--- config.mk ---
export PLATFORM = sky130hd
export DESIGN_NAME = muldiv_unit
export DESIGN_NICKNAME = d
export VERILOG_FILES = /design/src/rtl/muldiv_pkg.sv /design/src/rtl/muldiv_unit_div_iter.sv /design/src/rtl/muldiv_unit.sv
export SDC_FILE = /design/constraint.sdc
export NUM_CORES = 2
export LEC_CHECK = 0
export ABC_AREA = 1
export BUFFER_PORTS_ARGS = -buffer_cell sky130_fd_sc_hd__buf_2
export CAP_MARGIN = 25
export CORE_MARGIN = 2
export CORE_UTILIZATION = 40
export CTS_CLUSTER_DIAMETER = 150
export DETAILED_ROUTE_END_ITERATION = 12
export PLACE_DENSITY = 0.53
export SLEW_MARGIN = 20
export SYNTH_ARGS = -nofsm -noshare
export SYNTH_HDL_FRONTEND = slang
export SYNTH_SLANG_ARGS = --single-unit
--- constraint.sdc ---
create_clock -name clk -period 11.6 [get_ports clk]
set_input_delay 2.32 -clock clk [delete_from_list [all_inputs] [get_ports clk]]
set_output_delay 2.32 -clock clk [all_outputs]
set_load 0.1 [all_outputs]
--- src/rtl/muldiv_pkg.sv ---
// Shared constants for the M-extension mul/div unit.
// funct3 encodings and FSM state type.
package muldiv_pkg;
  localparam logic [2:0] F3_MUL    = 3'b000;
  localparam logic [2:0] F3_MULH   = 3'b001;
  localparam logic [2:0] F3_MULHSU = 3'b010;
  localparam logic [2:0] F3_MULHU  = 3'b011;
  localparam logic [2:0] F3_DIV    = 3'b100;
  localparam logic [2:0] F3_DIVU   = 3'b101;
  localparam logic [2:0] F3_REM    = 3'b110;
  localparam logic [2:0] F3_REMU   = 3'b111;

  typedef enum logic [1:0] {
    IDLE = 2'd0,
    MUL  = 2'd1,
    DIV  = 2'd2,
    DONE = 2'd3
  } state_e;
endpackage

--- src/rtl/muldiv_unit_div_iter.sv ---
// One restoring-division step on unsigned magnitudes.
// The dividend shifts out of quo_i into the partial remainder.
module div_iter #(
  parameter int XLEN = 32
) (
  input  logic [XLEN-1:0] rem_i,
  input  logic [XLEN-1:0] quo_i,
  input  logic [XLEN-1:0] dvs_i,
  output logic [XLEN-1:0] rem_o,
  output logic [XLEN-1:0] quo_o
);
  logic [XLEN:0] rem_sh;
  logic [XLEN:0] diff;

  always_comb begin
    rem_sh = {rem_i, quo_i[XLEN-1]};
    diff   = rem_sh - {1'b0, dvs_i};
    if (!diff[XLEN]) begin
      rem_o = diff[XLEN-1:0];
      quo_o = {quo_i[XLEN-2:0], 1'b1};
    end else begin
      rem_o = rem_sh[XLEN-1:0];
      quo_o = {quo_i[XLEN-2:0], 1'b0};
    end
  end
endmodule

--- src/rtl/muldiv_unit.sv ---
// RV M-extension execution unit: pipelined multiply,
// iterative restoring divide, valid/ready handshake.
module muldiv_unit #(
  parameter int XLEN       = 32,
  parameter int MUL_STAGES = 2,
  parameter int TAG_W      = 5
) (
  input  logic             clk,
  input  logic             clr,
  input  logic             flush,
  input  logic             in_valid,
  output logic             in_ready,
  input  logic [2:0]       funct3,
  input  logic [XLEN-1:0]  op_a,
  input  logic [XLEN-1:0]  op_b,
  input  logic [TAG_W-1:0] rd_in,
  output logic             out_valid,
  input  logic             out_ready,
  output logic [XLEN-1:0]  result,
  output logic [TAG_W-1:0] rd_out,
  output logic             busy
);
  import muldiv_pkg::*;

  localparam int CW = $clog2(XLEN + MUL_STAGES + 1);
  localparam int PW = 2 * XLEN + 2;
  localparam logic [XLEN-1:0] MIN_NEG = {1'b1, {(XLEN-1){1'b0}}};

  state_e           state_q, state_d;
  logic [CW-1:0]    cnt_q, cnt_d;
  logic [2:0]       f3_q, f3_d;
  logic [TAG_W-1:0] rd_q, rd_d;
  logic [XLEN:0]    ma_q, ma_d, mb_q, mb_d;
  logic [PW-1:0]    pipe_q [MUL_STAGES];
  logic [PW-1:0]    pipe_d [MUL_STAGES];
  logic [XLEN-1:0]  rem_q, rem_d, quo_q, quo_d;
  logic [XLEN-1:0]  dvs_q, dvs_d, res_q, res_d;
  logic             qneg_q, qneg_d, rneg_q, rneg_d;

  logic [XLEN-1:0]  rem_n, quo_n;
  logic [PW-1:0]    prod;
  logic             accept, sgn, a_neg, b_neg, ovf;
  logic             a_mx, b_mx;
  logic [XLEN-1:0]  a_abs, b_abs;
  logic             unused_prod;

  div_iter #(.XLEN(XLEN)) u_iter (
    .rem_i (rem_q),
    .quo_i (quo_q),
    .dvs_i (dvs_q),
    .rem_o (rem_n),
    .quo_o (quo_n)
  );

  assign in_ready  = (state_q == IDLE);
  assign busy      = (state_q != IDLE);
  assign out_valid = (state_q == DONE);
  assign accept    = in_valid & in_ready;

  assign sgn   = ~funct3[0];
  assign a_neg = sgn & op_a[XLEN-1];
  assign b_neg = sgn & op_b[XLEN-1];
  assign a_abs = a_neg ? -op_a : op_a;
  assign b_abs = b_neg ? -op_b : op_b;
  assign ovf   = sgn & (op_a == MIN_NEG) & (op_b == '1);
  assign a_mx  = ((funct3 == F3_MULH) || (funct3 == F3_MULHSU))
               & op_a[XLEN-1];
  assign b_mx  = (funct3 == F3_MULH) & op_b[XLEN-1];

  // Sign-extend to full product width so the low PW bits are exact.
  assign prod = {{(XLEN+1){ma_q[XLEN]}}, ma_q}
              * {{(XLEN+1){mb_q[XLEN]}}, mb_q};
  assign unused_prod = ^pipe_q[MUL_STAGES-1][PW-1:2*XLEN];

  always_comb begin
    state_d = state_q;
    cnt_d   = cnt_q;
    f3_d    = f3_q;
    rd_d    = rd_q;
    ma_d    = ma_q;
    mb_d    = mb_q;
    pipe_d  = pipe_q;
    rem_d   = rem_q;
    quo_d   = quo_q;
    dvs_d   = dvs_q;
    res_d   = res_q;
    qneg_d  = qneg_q;
    rneg_d  = rneg_q;
    unique case (state_q)
      IDLE: begin
        if (accept) begin
          f3_d = funct3;
          rd_d = rd_in;
          if (!funct3[2]) begin
            ma_d    = {a_mx, op_a};
            mb_d    = {b_mx, op_b};
            cnt_d   = '0;
            state_d = MUL;
          end else if (op_b == '0) begin
            res_d   = funct3[1] ? op_a : '1;
            state_d = DONE;
          end else if (ovf) begin
            res_d   = funct3[1] ? '0 : MIN_NEG;
            state_d = DONE;
          end else begin
            quo_d   = a_abs;
            rem_d   = '0;
            dvs_d   = b_abs;
            qneg_d  = a_neg ^ b_neg;
            rneg_d  = a_neg;
            cnt_d   = CW'(XLEN - 1);
            state_d = DIV;
          end
        end
      end
      MUL: begin
        pipe_d[0] = prod;
        for (int i = 1; i < MUL_STAGES; i++) begin
          pipe_d[i] = pipe_q[i-1];
        end
        if (cnt_q == CW'(MUL_STAGES - 1)) begin
          state_d = DONE;
        end else begin
          cnt_d = cnt_q + CW'(1);
        end
      end
      DIV: begin
        rem_d = rem_n;
        quo_d = quo_n;
        if (cnt_q == '0) begin
          if (f3_q[1]) begin
            res_d = rneg_q ? -rem_n : rem_n;
          end else begin
            res_d = qneg_q ? -quo_n : quo_n;
          end
          state_d = DONE;
        end else begin
          cnt_d = cnt_q - CW'(1);
        end
      end
      DONE: begin
        if (out_ready) begin
          state_d = IDLE;
        end
      end
      default: state_d = IDLE;
    endcase
    if (flush) begin
      state_d = IDLE;
    end
  end

  always_ff @(posedge clk) begin
    if (!clr) begin
      state_q <= IDLE;
      cnt_q   <= '0;
      f3_q    <= '0;
      rd_q    <= '0;
      ma_q    <= '0;
      mb_q    <= '0;
      for (int i = 0; i < MUL_STAGES; i++) begin
        pipe_q[i] <= '0;
      end
      rem_q   <= '0;
      quo_q   <= '0;
      dvs_q   <= '0;
      res_q   <= '0;
      qneg_q  <= 1'b0;
      rneg_q  <= 1'b0;
    end else begin
      state_q <= state_d;
      cnt_q   <= cnt_d;
      f3_q    <= f3_d;
      rd_q    <= rd_d;
      ma_q    <= ma_d;
      mb_q    <= mb_d;
      pipe_q  <= pipe_d;
      rem_q   <= rem_d;
      quo_q   <= quo_d;
      dvs_q   <= dvs_d;
      res_q   <= res_d;
      qneg_q  <= qneg_d;
      rneg_q  <= rneg_d;
    end
  end

  always_comb begin
    result = '0;
    rd_out = '0;
    if (state_q == DONE) begin
      rd_out = rd_q;
      if (f3_q[2]) begin
        result = res_q;
      end else if (f3_q == F3_MUL) begin
        result = pipe_q[MUL_STAGES-1][XLEN-1:0];
      end else begin
        result = pipe_q[MUL_STAGES-1][2*XLEN-1:XLEN];
      end
    end
  end
endmodule
==> flow_metrics.tcl <==
set metrics [dict create \
    worst_skew_pair_later_pin_latency_ns 0.60 \
    post_synth_and_or_nand_nor_area_fraction 0.197 \
    die_h_um 393 \
    final_max_slew_viol_count 0 \
    run_status "finished, final reports clean" \
    seqCellArea_sq_um 6810 \
    final_period_minus_worst_setup_slack_ns 9.00 \
    critPathLaunchType "register" \
    cts.repair.resized 0 \
    drtIter0Drc 3996 \
    cts_tree "done" \
    synthDistinctLibCells 63 \
    synth_top_flop_cell "sky130_fd_sc_hd__dfxtp_1" \
    power.leakage_nw 36.5 \
    final_common_cell "sky130_fd_sc_hd__inv_1" \
    setup_violations 0 \
    whs_path_depth 2 \
    worst_setup_path_end_kind "register" \
    utilization 0.426 \
    grt_max_degree 99 \
    timing.hold.worst.start "res_q[18]" \
    coreArea_sq_um 150000 \
    die-width_um 393 \
    vias_in_the_first_global_route 51600 \
    postRouteAntennaNets 0 \
    start_util 0.403 \
    mostFrequentLayoutCells "sky130_fd_sc_hd__inv_1, sky130_fd_sc_hd__nand2_1, sky130_fd_sc_hd__fa_1" \
    synth_top_family_by_area "adder cells" \
    yosys.area_share.adder 0.427 \
    power-per-cell-area_nw_per_um2 70.4 \
    crit-reg2reg-capture "pipe_q[127]" \
    hold_path_class "reg -> reg" \
    multi_input_gate_area_sq_um 43700 \
    synth_edf_count 0 \
    synth-seq-cells 340 \
    worstReg2RegStart "mb_q[0]" \
    cts.root.buffer_cell "sky130_fd_sc_hd__clkbuf_16" \
    clock_net_sink_count 340 \
    areaGrowthSynthToFinish_pct 5.67 \
    final_layout_size_suffix_gt1_frac 0.0542 \
    worst_slew_pin_slew_ns 1.03 \
    number_of_warnings_reported_in_the_yosys_synthesis_log 0 \
    relSlewSlack 0.311 \
    finalCritPeriodShare 0.776 \
    number_of_antenna_violations_at_the_first_check_in_global_routing 16 \
    ctsHtreeMaxLevel 2 \
    die-area_sq_um 154000 \
    syn-num-nets 9667 \
    critical_path_class "reg -> reg" \
    wire_per_inst_um 20.0 \
    hold_buffers 0 \
    worstHoldEndpoint "res_q[18]" \
    muxShareOfSynthArea 0 \
    reg2regPathDepth 27 \
    reg2reg_setup_slack_ns 2.60 \
    dr_total_vias 50700 \
    synth_cells 8207 \
    num-fill-cells 15800 \
    critical_path.max_fanout 21 \
    synth.yosys.seq_area_share 0.113 \
    synth_compound_area_frac 0.0815 \
    cts_setup_buffers 0 \
    detailedRoute.firstPassIterationCount 5 \
    routed_via_density 5.03 \
    clk_pin_slew_ns 0.07 \
    synth_xor_xnor_area_share 0.0193 \
    grt_util_all_layers 0.266 \
    fin_setup_tns_ns 0 \
    port_buffers 116 \
    synthesis.area_sq_um 60400 \
    core.rowCount 142 \
    final_hold_vios 0 \
    fin_skew_ns 0.0318 \
    maxcap_viol_count 0 \
    async_flop_share 0 \
    final_layout_net_count 9488 \
    gpl.final_weighted_congestion 0.949 \
    cts.path.max_buffers 3 \
    number_of_buffers_created_by_cts 41 \
    vdd_drop_max_mv 0.0920 \
    worst_ep_arrival_time_ns 9.48 \
    route.final.wire_length_um 202000 \
    worst-endpoint-required_ns 12.08 \
    grt_first_pass_wirelength_um 313000 \
    syn_avg_cell_area_sq_um 7.36 \
    rsz0062_at_grt "no" \
    detailedPlacementHpwl_um 158000 \
    num_io_pins 117 \
    detail_route.drc_violations 0 \
    max_clock_freq_mhz 111 \
    grt_overflow_total 0 \
]
## how the worst max path moves through the flow
stage          cells past startpoint  slack [ns]     start     endpoint
3_3_place_gp                      27        2.62   mb_q[0]  pipe_q[127]
2_1_floorplan                     29        3.86  ma_q[32]  pipe_q[127]
3_5_place_dp                      27        2.61   mb_q[0]  pipe_q[127]
4_1_cts                           27        2.59   mb_q[0]  pipe_q[127]
6_report                          27        2.60   mb_q[0]  pipe_q[127]
5_1_grt                           27        2.05   mb_q[0]  pipe_q[127]
## per-layer routing
metal  vias up  track usage  wire length (um)
li1      23600            -                 -
met1     25300        0.368             88600
met2      1524        0.445             96300
met3       292       0.0278             11200
met4         2       0.0708              5900
met5         -            0                13
## power by group
part	switching (mW)	internal (mW)	total, mW
Combinational	1.26	0.539	1.80
Clock	0.591	0.764	1.36
Sequential	0.0806	1.25	1.33
## critical path, stage by stage, from the launching register on
cell and delay, ns:
sky130_fd_sc_hd__dfxtp_1 0.99, sky130_fd_sc_hd__nand2_1 0.22, sky130_fd_sc_hd__inv_1 0.17, sky130_fd_sc_hd__fa_1 0.50, sky130_fd_sc_hd__fa_1 0.57, sky130_fd_sc_hd__fa_1 0.94, sky130_fd_sc_hd__inv_1 0.25, sky130_fd_sc_hd__fa_1 0.99
sky130_fd_sc_hd__inv_1 0.30, sky130_fd_sc_hd__fa_1 0.52, sky130_fd_sc_hd__fa_1 0.52, sky130_fd_sc_hd__fa_1 0.49, sky130_fd_sc_hd__inv_1 0.05, sky130_fd_sc_hd__fa_1 0.47, sky130_fd_sc_hd__inv_1 0.04, sky130_fd_sc_hd__ha_1 0.33
sky130_fd_sc_hd__nand2_1 0.10, sky130_fd_sc_hd__nor2_1 0.15, sky130_fd_sc_hd__inv_1 0.07, sky130_fd_sc_hd__nor3_1 0.22, sky130_fd_sc_hd__nand2_1 0.11, sky130_fd_sc_hd__nor3_1 0.15, sky130_fd_sc_hd__nand2_1 0.08, sky130_fd_sc_hd__o211ai_1 0.16
sky130_fd_sc_hd__a21oi_1 0.13, sky130_fd_sc_hd__xor2_1 0.15, sky130_fd_sc_hd__o21ai_0 0.14, sky130_fd_sc_hd__inv_1 0.05
## registers in the layout, summed over array words and instances, names as in the netlist
| register | count |
|---|---|
| quo_q | 32 |
| mb_q | 33 |
| pipe_q | 128 |
| rem_q | 32 |
| state_q | 2 |
| ma_q | 33 |
| qneg_q | 1 |
| rd_q | 5 |
| cnt_q | 6 |
| dvs_q | 32 |
| rneg_q | 1 |
| res_q | 32 |
| f3_q | 3 |
## Yosys cell counts (all sizes together) (56+ instances only)
cell,instances,share of area
xnor2,56,0.0081
inv,2119,0.13
o21ai,351,0.030
nor2,545,0.035
clkbuf,396,0.026
nand3,247,0.022
nand2,1983,0.13
fa,1126,0.37
dfxtp,340,0.11
xor2,77,0.011
ha,257,0.053
a21oi,375,0.032
## final cells by class
class | count | share of cell area
well taps | 2016 | 0.0395
multi-input cells | 5303 | 0.685
flip-flops and latches | 340 | 0.107
repair buffers | 218 | 0.0216
clock buffers | 49 | 0.0175
diodes | 4 | 0.000157
inverters | 2124 | 0.125
clock inverters | 25 | 0.00408
## metrics by stage
step                cell area [sq um]  power (mW)  instances  hold WS [ns]  setup WS, ns
floorplan                       60400        2.53       8207         0.430          3.86
global placement                62400        3.14       9999         0.453          2.62
detailed placement              62400        3.15       9999         0.456          2.61
CTS                             63800        4.51      10100         0.465          2.59
global route                    63800        4.77      10100         0.482          2.05
finish                          63800        4.49      10100         0.464          2.60
## cell families after synthesis
logic type | after synthesis
AND/OR/NAND/NOR | 2899
buffers and inverters | 2564
adder cells (fa/ha/maj) | 1383
AO/OA/AOI/OAI | 888
flip-flops | 340
XOR/XNOR | 133
Power figures use the tool's default switching activity.
